[src/rtl/spi_master_param.sv]
// spi_master_param: parametrised SPI master with a start/busy/done handshake.
// Supports all four SPI modes, selected on each transfer, and a programmable
// SCLK divider. It drives several active-low chip selects and can shift
// either bit order.
//
// Parameters:
//   DATA_W    bits per transfer (>=2)
//   CLK_DIV   SCLK half-period in clk cycles (>=1)
//   NUM_CS    number of chip-select outputs (>=1)
//   MSB_FIRST 1 = MSB shifted first, 0 = LSB first
//   CS_W      width of cs_sel (derived)
//
// Ports:
//   clk, rst         system clock, synchronous active-high reset
//   start            transfer request, accepted only while idle
//   tx_data, cs_sel  word and chip-select index, latched on accept
//   cpol, cpha       SPI mode, latched on accept
//   busy, done       busy from accept until the done cycle; done is a 1-cycle pulse
//   rx_data          received word, updated in the done cycle
//   sclk, mosi, miso SPI serial clock and data lines
//   cs_n             active-low chip selects
module spi_master_param #(
   parameter int DATA_W    = 8,
   parameter int CLK_DIV   = 4,
   parameter int NUM_CS    = 1,
   parameter bit MSB_FIRST = 1'b1,
   parameter int CS_W      = (NUM_CS > 1) ? $clog2(NUM_CS) : 1
) (
   input  logic              clk,
   input  logic              rst,
   input  logic              start,
   input  logic [DATA_W-1:0] tx_data,
   input  logic [CS_W-1:0]   cs_sel,
   input  logic              cpol,
   input  logic              cpha,
   output logic              busy,
   output logic              done,
   output logic [DATA_W-1:0] rx_data,
   output logic              sclk,
   output logic              mosi,
   input  logic              miso,
   output logic [NUM_CS-1:0] cs_n
);

   localparam int DIV_W  = (CLK_DIV > 1) ? $clog2(CLK_DIV) : 1;
   localparam int EDGES  = 2 * DATA_W;
   localparam int EDGE_W = $clog2(EDGES);
   localparam logic [DIV_W-1:0]  DIV_LAST  = DIV_W'(CLK_DIV - 1);
   localparam logic [EDGE_W-1:0] EDGE_LAST = EDGE_W'(EDGES - 1);
   localparam int unsigned       NCS       = NUM_CS;

   typedef enum logic [1:0] {
      IDLE,
      SETUP,
      TRANSFER,
      HOLD
   } state_t;

   state_t state, state_next;

   logic [DIV_W-1:0]  div_cnt;
   logic [EDGE_W-1:0] edge_cnt;
   logic [DATA_W-1:0] tx_sh;
   logic [DATA_W-1:0] rx_sh;
   logic              cpol_q;
   logic              cpha_q;

   logic              tick;
   logic              accept;
   logic              sclk_edge;
   logic              finish;
   logic              leading;
   logic              shift_now;
   logic              sample_now;
   logic              first_bit;
   logic [NUM_CS-1:0] cs_dec;

   // State register
   always_ff @(posedge clk) begin
      if (rst) begin
         state <= IDLE;
      end else begin
         state <= state_next;
      end
   end

   // Next state and per-cycle strobes
   always_comb begin
      state_next = state;
      accept     = 1'b0;
      sclk_edge  = 1'b0;
      finish     = 1'b0;
      tick       = (div_cnt == DIV_LAST);
      case (state)
         IDLE: begin
            if (start) begin
               accept     = 1'b1;
               state_next = SETUP;
            end
         end
         SETUP: begin
            if (tick) begin
               state_next = TRANSFER;
            end
         end
         TRANSFER: begin
            if (tick) begin
               sclk_edge = 1'b1;
               if (edge_cnt == EDGE_LAST) begin
                  state_next = HOLD;
               end
            end
         end
         HOLD: begin
            if (tick) begin
               finish     = 1'b1;
               state_next = IDLE;
            end
         end
         default: state_next = IDLE;
      endcase
   end

   // Edge classification. edge_cnt holds the number of edges already made, so an
   // even count means the coming edge is a leading (odd-numbered) one. The first
   // bit is placed on mosi at accept. That makes mode-1/3's first leading edge and
   // mode-0/2's last trailing edge no-shift edges, leaving DATA_W-1 shifts.
   always_comb begin
      leading    = ~edge_cnt[0];
      shift_now  = 1'b0;
      sample_now = 1'b0;
      if (sclk_edge) begin
         if (cpha_q) begin
            shift_now  = leading & (edge_cnt != '0);
            sample_now = ~leading;
         end else begin
            shift_now  = ~leading & (edge_cnt != EDGE_LAST);
            sample_now = leading;
         end
      end
   end

   // Chip-select decode; an out-of-range index leaves every select deasserted
   always_comb begin
      cs_dec = '1;
      for (int unsigned i = 0; i < NCS; i++) begin
         if (cs_sel == CS_W'(i)) begin
            cs_dec[i] = 1'b0;
         end
      end
   end

   assign first_bit = MSB_FIRST ? tx_data[DATA_W-1] : tx_data[0];

   // Datapath
   always_ff @(posedge clk) begin
      if (rst) begin
         div_cnt  <= '0;
         edge_cnt <= '0;
         tx_sh    <= '0;
         rx_sh    <= '0;
         cpol_q   <= 1'b0;
         cpha_q   <= 1'b0;
         sclk     <= 1'b0;
         mosi     <= 1'b0;
         busy     <= 1'b0;
         done     <= 1'b0;
         rx_data  <= '0;
         cs_n     <= '1;
      end else begin
         done <= 1'b0;

         if (state == IDLE || tick) begin
            div_cnt <= '0;
         end else begin
            div_cnt <= div_cnt + DIV_W'(1);
         end

         if (accept) begin
            cpol_q   <= cpol;
            cpha_q   <= cpha;
            sclk     <= cpol;
            busy     <= 1'b1;
            cs_n     <= cs_dec;
            mosi     <= first_bit;
            tx_sh    <= MSB_FIRST ? (tx_data << 1) : (tx_data >> 1);
            rx_sh    <= '0;
            edge_cnt <= '0;
         end

         if (sclk_edge) begin
            sclk     <= ~sclk;
            edge_cnt <= (edge_cnt == EDGE_LAST) ? '0 : edge_cnt + EDGE_W'(1);
         end

         if (shift_now) begin
            mosi  <= MSB_FIRST ? tx_sh[DATA_W-1] : tx_sh[0];
            tx_sh <= MSB_FIRST ? (tx_sh << 1) : (tx_sh >> 1);
         end

         if (sample_now) begin
            rx_sh <= MSB_FIRST ? {rx_sh[DATA_W-2:0], miso} : {miso, rx_sh[DATA_W-1:1]};
         end

         if (finish) begin
            busy    <= 1'b0;
            done    <= 1'b1;
            cs_n    <= '1;
            rx_data <= rx_sh;
         end
      end
   end

endmodule

[config.mk]
export PLATFORM = sky130hd
export DESIGN_NAME = spi_master_param
export DESIGN_NICKNAME = d
export VERILOG_FILES = /design/src/rtl/spi_master_param.sv
export SDC_FILE = /design/constraint.sdc
export NUM_CORES = 1
export LEC_CHECK = 0
export CAP_MARGIN = 20
export CORE_UTILIZATION = 50
export DETAILED_ROUTE_END_ITERATION = 7
export MAX_ROUTING_LAYER = met4
export PLACE_DENSITY_LB_ADDON = 0.1
export SETUP_SLACK_MARGIN = 0.2
export SYNTH_ARGS = -nofsm -noshare
export SYNTH_HDL_FRONTEND = slang
export SYNTH_SLANG_ARGS = --single-unit
[constraint.sdc]
create_clock -name clk -period 4.2 [get_ports clk]
set_input_delay 0.63 -clock clk [delete_from_list [all_inputs] [get_ports clk]]
set_output_delay 0.63 -clock clk [all_outputs]
set_load 0.005 [all_outputs]
==> impl_metrics.toml, run 1 <==
[power]
leakage_nw = 0.761
p_total_uw = 906
power_density_nw_per_um2 = 441
ir_worst_vdd_mv = 0.213

[logic_synthesis]
synthesis.area_um2 = 1670
synth_edf_count = 0
synth-seq-cells = 37
syn_nets = 218
synthTopCellsByCount = "45 x nand2_1, 37 x dfxtp_1, 28 x a21oi_1"
syn_inst = 195
synth_flop_cell = "dfxtp_1"
synth_top_area_share = 0.443
avgSynthCellArea_um2 = 8.57
yosysMostFrequentCell = "nand2_1"
ys_types = 32
synth_top_cell_by_area = "dfxtp_1"
ys_warn_count = 0
async_reset_ff_frac = 0
synthTopCellsByArea = "dfxtp_1 44%, nand2_1 10%, a21oi_1 8.4%"
yosysSeqAreaShare = 0.443

[worst_setup_path]
r2r-start = "state[0]"
crit_path_frequent_cell = "and2_4"
cp-end-kind = "flop"
reg2reg_depth = 6
crit_end = "tx_sh[3]"
path_class = "flop to flop"
r2r_slack_ns = 2.25
crit_start = "state[0]"
slowest_stage = "dfxtp_1"
critical-path-max-stage-delay_ns = 0.40
cp.required_ns = 4.44
arrival_ns = 2.18
cp-start-kind = "flop"
path_cells = "inv_1 > ha_1 > and2_4 > and2_4 > a22oi_4 > mux2_2"
worst_r2r_endpoint = "tx_sh[3]"
cp_max_fo = 8

[routing]
drcViolationCount = 0
dr.first_iter.drc_count = 56
dr.pass1.iters = 4
route.detailed.wl_per_inst_um = 12.7
totalWireLength_mm = 3.38
detail-route-antenna-nets = 0
viasPerCell = 5.20
vias = 1389

[clock_tree]
cts_tree = "done"
clock_sinks = 37
cts.clk_slew.worst_paths_ns = 0.11
cts-root-buf = "clkbuf_4"
ctsHoldBuffers = 0
h-tree-depth = 2
clkLatencyLatePin_ns = 0.35
numCtsBuffers = 5
cts_setup_buffers = 0
clockBufferDepth = 2
postCtsResizedCells = 0

[floorplanning]
core_um2 = 3100
num_io_pins = 28
dieArea_um2 = 3580
die_h_um = 59.8
start_util = 0.539
die_w_um = 59.8
rows = 20

[placement]
place_ws_ns = 1.90
gp_congestion = 0.778
place_area_um2 = 1970
dp_hpwl_mm = 2.38
dp_cells = 259
io_buffers = 27

[timing]
max_freq_mhz = 513
tns_ns = 0
fin_skew_ns = 0.0121
relSlewSlack = 0.521
hold_viol = 0
setup_slack_ns = 2.25
fin_crit_sh = 0.464
tightest_slew_ns = 0.718
post-route-min-period_ns = 1.95
setup_viol = 0
report.final.slew_viol_count = 0
rsz0062_at_grt = "false"

[finish]
drive_above_1_share = 0.108
seqCellArea_um2 = 741
fill_cells = 300
syn2layout_area_growth_pct = 23.1
num_antenna_cells = 0
layoutNonFillerInstCount = 267
multi_input_area_um2 = 880
layout.nets = 245
design_area_um2 = 2060

[run]
maxCapViolCount = 0

[global_routing]
antenna_found_initial = 0
grt_pass1_vias = 1272
grt_max_degree = 44
grt_pass1_wl_mm = 5.66
grt_util_all_layers = 0.222
grt_remaining_overflow = 0

[hold_path]
hold_class = "flop to flop"

[outcome]
status = "finished clean"
## cell usage in the layout (no fill, tap or decap), types with 4 or more instances in the layout
master	instances
nor2b_1	11
mux2_2	7
nand2_1	45
inv_1	4
nor2_1	9
nor3_1	4
a21oi_1	28
nand3_1	11
dfxtp_1	37
clkdlybuf4s50_1	27
clkbuf_4	5
ha_1	8
## worst min path at each step
stage	endpoint	cells after the start	slack, ns	from
after floorplan	rx_data[7]	2	0.43	rx_sh[7]
after global placement	rx_data[4]	2	0.44	rx_data[4]
after detailed placement	rx_data[3]	2	0.45	rx_data[3]
after CTS	rx_data[3]	2	0.47	rx_data[3]
after global routing	rx_data[3]	2	0.48	rx_data[3]
final	rx_data[3]	2	0.46	rx_data[3]
## where the power goes
part           internal (mW)  switching, mW
clock                  0.141          0.121
sequential             0.386         0.0236
combinational          0.112          0.123
total                  0.639          0.267
## stage by stage
stage / utilization / hold WS, ns
2_1_floorplan: - / 0.432
3_3_place_gp: 0.634 / 0.444
3_5_place_dp: 0.634 / 0.451
4_1_cts: 0.663 / 0.466
5_1_grt: 0.663 / 0.484
6_report: 0.663 / 0.463
## logic make-up after synthesis
logic type / synth area share
flip-flops: 0.443
multiplexers: 0.0591
AND/OR/NAND/NOR: 0.259
AO/OA/AOI/OAI: 0.148
adder cells (fa/ha/maj): 0.0599
buffers and inverters: 0.0307
## critical path: cells and delay by family, from the launching register on
kind            cells  cell delay (ns)
simple gates        2             0.39
flops               1             0.40
compound gates      1             0.32
buf+inv             1             0.09
mux                 1             0.37
fa+ha+maj           1             0.27
## layer usage
layer | GRT usage | up-vias | wire length (µm) | share of wire
met1 | 0.259 | 637 | 1610 | 0.48
met2 | 0.352 | 33 | 1570 | 0.46
met3 | 0.0693 | 5 | 150 | 0.044
li1 | - | 714 | - | -
met4 | 0.0897 | 0 | 53 | 0.016
met5 | - | - | 0 | 0
## final cells by class
class | count | area share
multi-input combinational | 146 | 0.428
sequential | 37 | 0.360
timing repair buffer | 28 | 0.135
tap | 44 | 0.0268
clock buffer | 6 | 0.0249
clock inverter | 2 | 0.0182
inverter | 4 | 0.00730
## state kept, by name, summed over array words and instances, names as in the netlist, 2 cells and up
signal,flops
edge_cnt,4
rx_sh,8
tx_sh,7
state,2
div_cnt,2
rx_data,8
Note: power is estimated with default switching activity, not from simulation.
==> inputs of run 2 (changes only) <==
==> constraint.sdc (replaced) <==
create_clock -name clk -period 1.8 [get_ports clk]
set_input_delay 0.27 -clock clk [delete_from_list [all_inputs] [get_ports clk]]
set_output_delay 0.27 -clock clk [all_outputs]
set_load 0.005 [all_outputs]
==> run 2 against run 1 <==
Compared with the run above:
- die area stayed put
- via count is 4.6% higher
- combinational power rose to 3.1 times the previous value
- worst setup slack got worse by 2.1 ns
- global-route usage is 1.2 points higher
- core utilization up 7.3 points
- final area rose by 11%
- wire length increased by 5.2%
- hold slack got worse by 0.0093 ns
- register-to-register slack lost 2.1 ns
- clock skew shrank 0.0029 ns
- maximum frequency rose by 19%
- critical endpoint is now mosi
- largest cell class unchanged
==> impl_metrics.toml, run 2 (synthesized netlist as in run 1, its figures left out) <==
[outcome]
status = "finished clean"

[finish]
layoutNonFillerInstCount = 278
most-common-layout-cells = "45 x nand2_1, 32 x dfxtp_1, 28 x a21oi_1"
layout_commonest_cell = "nand2_1"
layout.nets = 256
num_antenna_cells = 0
fin_util = 0.735
reg_top3 = "rx_data (8), rx_sh (8), tx_sh (7)"
drive_above_1_share = 0.214
syn2layout_area_growth_pct = 36.5

[timing]
rsz0062_at_grt = "true"
tightest_slew_ns = 0.500
post-route-min-period_ns = 1.63
max_freq_mhz = 612
fin_crit_sh = 0.907
relSlewSlack = 0.665
setup_viol = 0
whs_ns = 0.454
fin_skew_ns = 0.00920
tns_ns = 0
hold_viol = 0
report.final.slew_viol_count = 0

[power]
p_seq_frac = 0.424
p_switching_uw = 705
clkPwrFrac = 0.259
p_total_mw = 2.31
ir_worst_vdd_mv = 0.564
combinationalPowerShare = 0.317
power_density_nw_per_um2 = 1010
power.internal_mw = 1.60
p_sw_frac = 0.306
leakage_nw = 0.861

[hold_path]
hp-start = "miso"
hold_class = "input pin to flop"
holdPathEnd = "rx_sh[0]"
whs_path_depth = 3

[routing]
drcViolationCount = 0
dr.first_iter.drc_count = 54
vias = 1453
route.detailed.wl_per_inst_um = 12.8
dr.pass1.iters = 6
viasPerCell = 5.23
totalWireLength_mm = 3.56
detail-route-antenna-nets = 0

[floorplanning]
dieArea_um2 = 3580
rows = 20
die_w_um = 59.8
start_util = 0.539
core_um2 = 3100
num_io_pins = 28
die_h_um = 59.8

[placement]
io_buffers = 27
dp_cells = 261
dp_hpwl_mm = 2.35
gp_congestion = 0.835

[clock_tree]
h-tree-depth = 2
clock_sinks = 37
clkLatencyLatePin_ns = 0.35
numCtsBuffers = 5
ctsHoldBuffers = 0
cts.clk_slew.worst_paths_ns = 0.12
cts-root-buf = "clkbuf_4"
clockBufferDepth = 2
cts_tree = "done"

[global_routing]
grt_util_all_layers = 0.233
grt_pass1_wl_mm = 6.04
grt_pass1_vias = 1391
grt_max_degree = 44
grt_remaining_overflow = 0
antenna_found_initial = 0

[worst_setup_path]
crit_path_frequent_cell = "and2_4"
cp-start-kind = "flop"
worst_r2r_endpoint = "mosi"
path_cells = "inv_2 > ha_4 > and2_4 > and2_4 > a22oi_4 > buf_12 > mux2_4"
slowest_stage = "dfxtp_2"
arrival_ns = 1.89
r2r-start = "state[0]"
r2r_slack_ns = 0.17
path_class = "flop to flop"
critical-path-max-stage-delay_ns = 0.38
reg2reg_depth = 7
cp_max_fo = 8
cp.required_ns = 2.06
cp-end-kind = "flop"

[run]
maxCapViolCount = 0
[run 2: cell types whose count changed in the layout (fill, tap and decap cells not counted), sizes merged]
cell / change
inv: +1
buf: +11
clkinv: +1
clkinvlp: -1
clkbuf: -1
[run 2: power by group through the flow]
stage	registers, mW	clock network (mW)	logic [mW]
floorplan	0.970	0	0.418
global placement	0.974	0	0.572
detailed placement	0.980	0	0.593
CTS	0.965	0.604	0.658
global route	0.988	0.638	0.811
finish	0.978	0.597	0.732
[run 2: metrics by stage]
| step | instance area, µm² | setup slack, ns |
|---|---|---|
| after floorplan | 1690 | 0.192 |
| after CTS | 2210 | 0.183 |
| after global routing | 2280 | 0.120 |
| after detailed placement | 2010 | 0.0699 |
| final | 2280 | 0.167 |
| after global placement | 2010 | 0.125 |
[run 2: area by class of cell]
class / count / area (µm²)
timing repair buffer: 39 / 397
fill: 257 / 821
clock buffer: 5 / 37.5
sequential: 37 / 752
clock inverter: 3 / 43.8
inverter: 4 / 17.5
multi-input combinational: 146 / 980
tap: 44 / 55.1
[run 2: routing by layer]
| layer | vias up | global-route usage | wire [µm] |
|---|---|---|---|
| met5 | - | - | 0 |
| met4 | 0 | 0.0831 | 57 |
| met3 | 8 | 0.0563 | 145 |
| met2 | 36 | 0.395 | 1780 |
| met1 | 676 | 0.267 | 1570 |
| li1 | 733 | - | - |
[run 2: worst max-delay path: cells and delay by family, from the launching register on]
family / cells / cell delay (ns)
adder cells (fa/ha/maj): 1 / 0.17
buffers and inverters: 2 / 0.22
AND/OR/NAND/NOR: 2 / 0.30
multiplexers: 1 / 0.30
flip-flops: 1 / 0.38
AO/OA/AOI/OAI: 1 / 0.18
[run 2: how the worst max path moves through the flow]
stage / startpoint / end / slack [ns] / cells after the start
6_report: state[0] / mosi / 0.17 / 7
5_1_grt: state[0] / rx_sh[7] / 0.12 / 6
4_1_cts: state[0] / tx_sh[7] / 0.18 / 7
3_5_place_dp: state[0] / tx_sh[7] / 0.07 / 6
3_3_place_gp: state[0] / mosi / 0.12 / 6
2_1_floorplan: state[0] / mosi / 0.19 / 6
[run 2: what timing repair did]
item / 4_1_cts / 5_1_grt
endpoints found under the setup margin: 17 / 16
pin swaps: 4 / 7
gates resized for setup: 17 / 13
setup buffers: 7 / 2
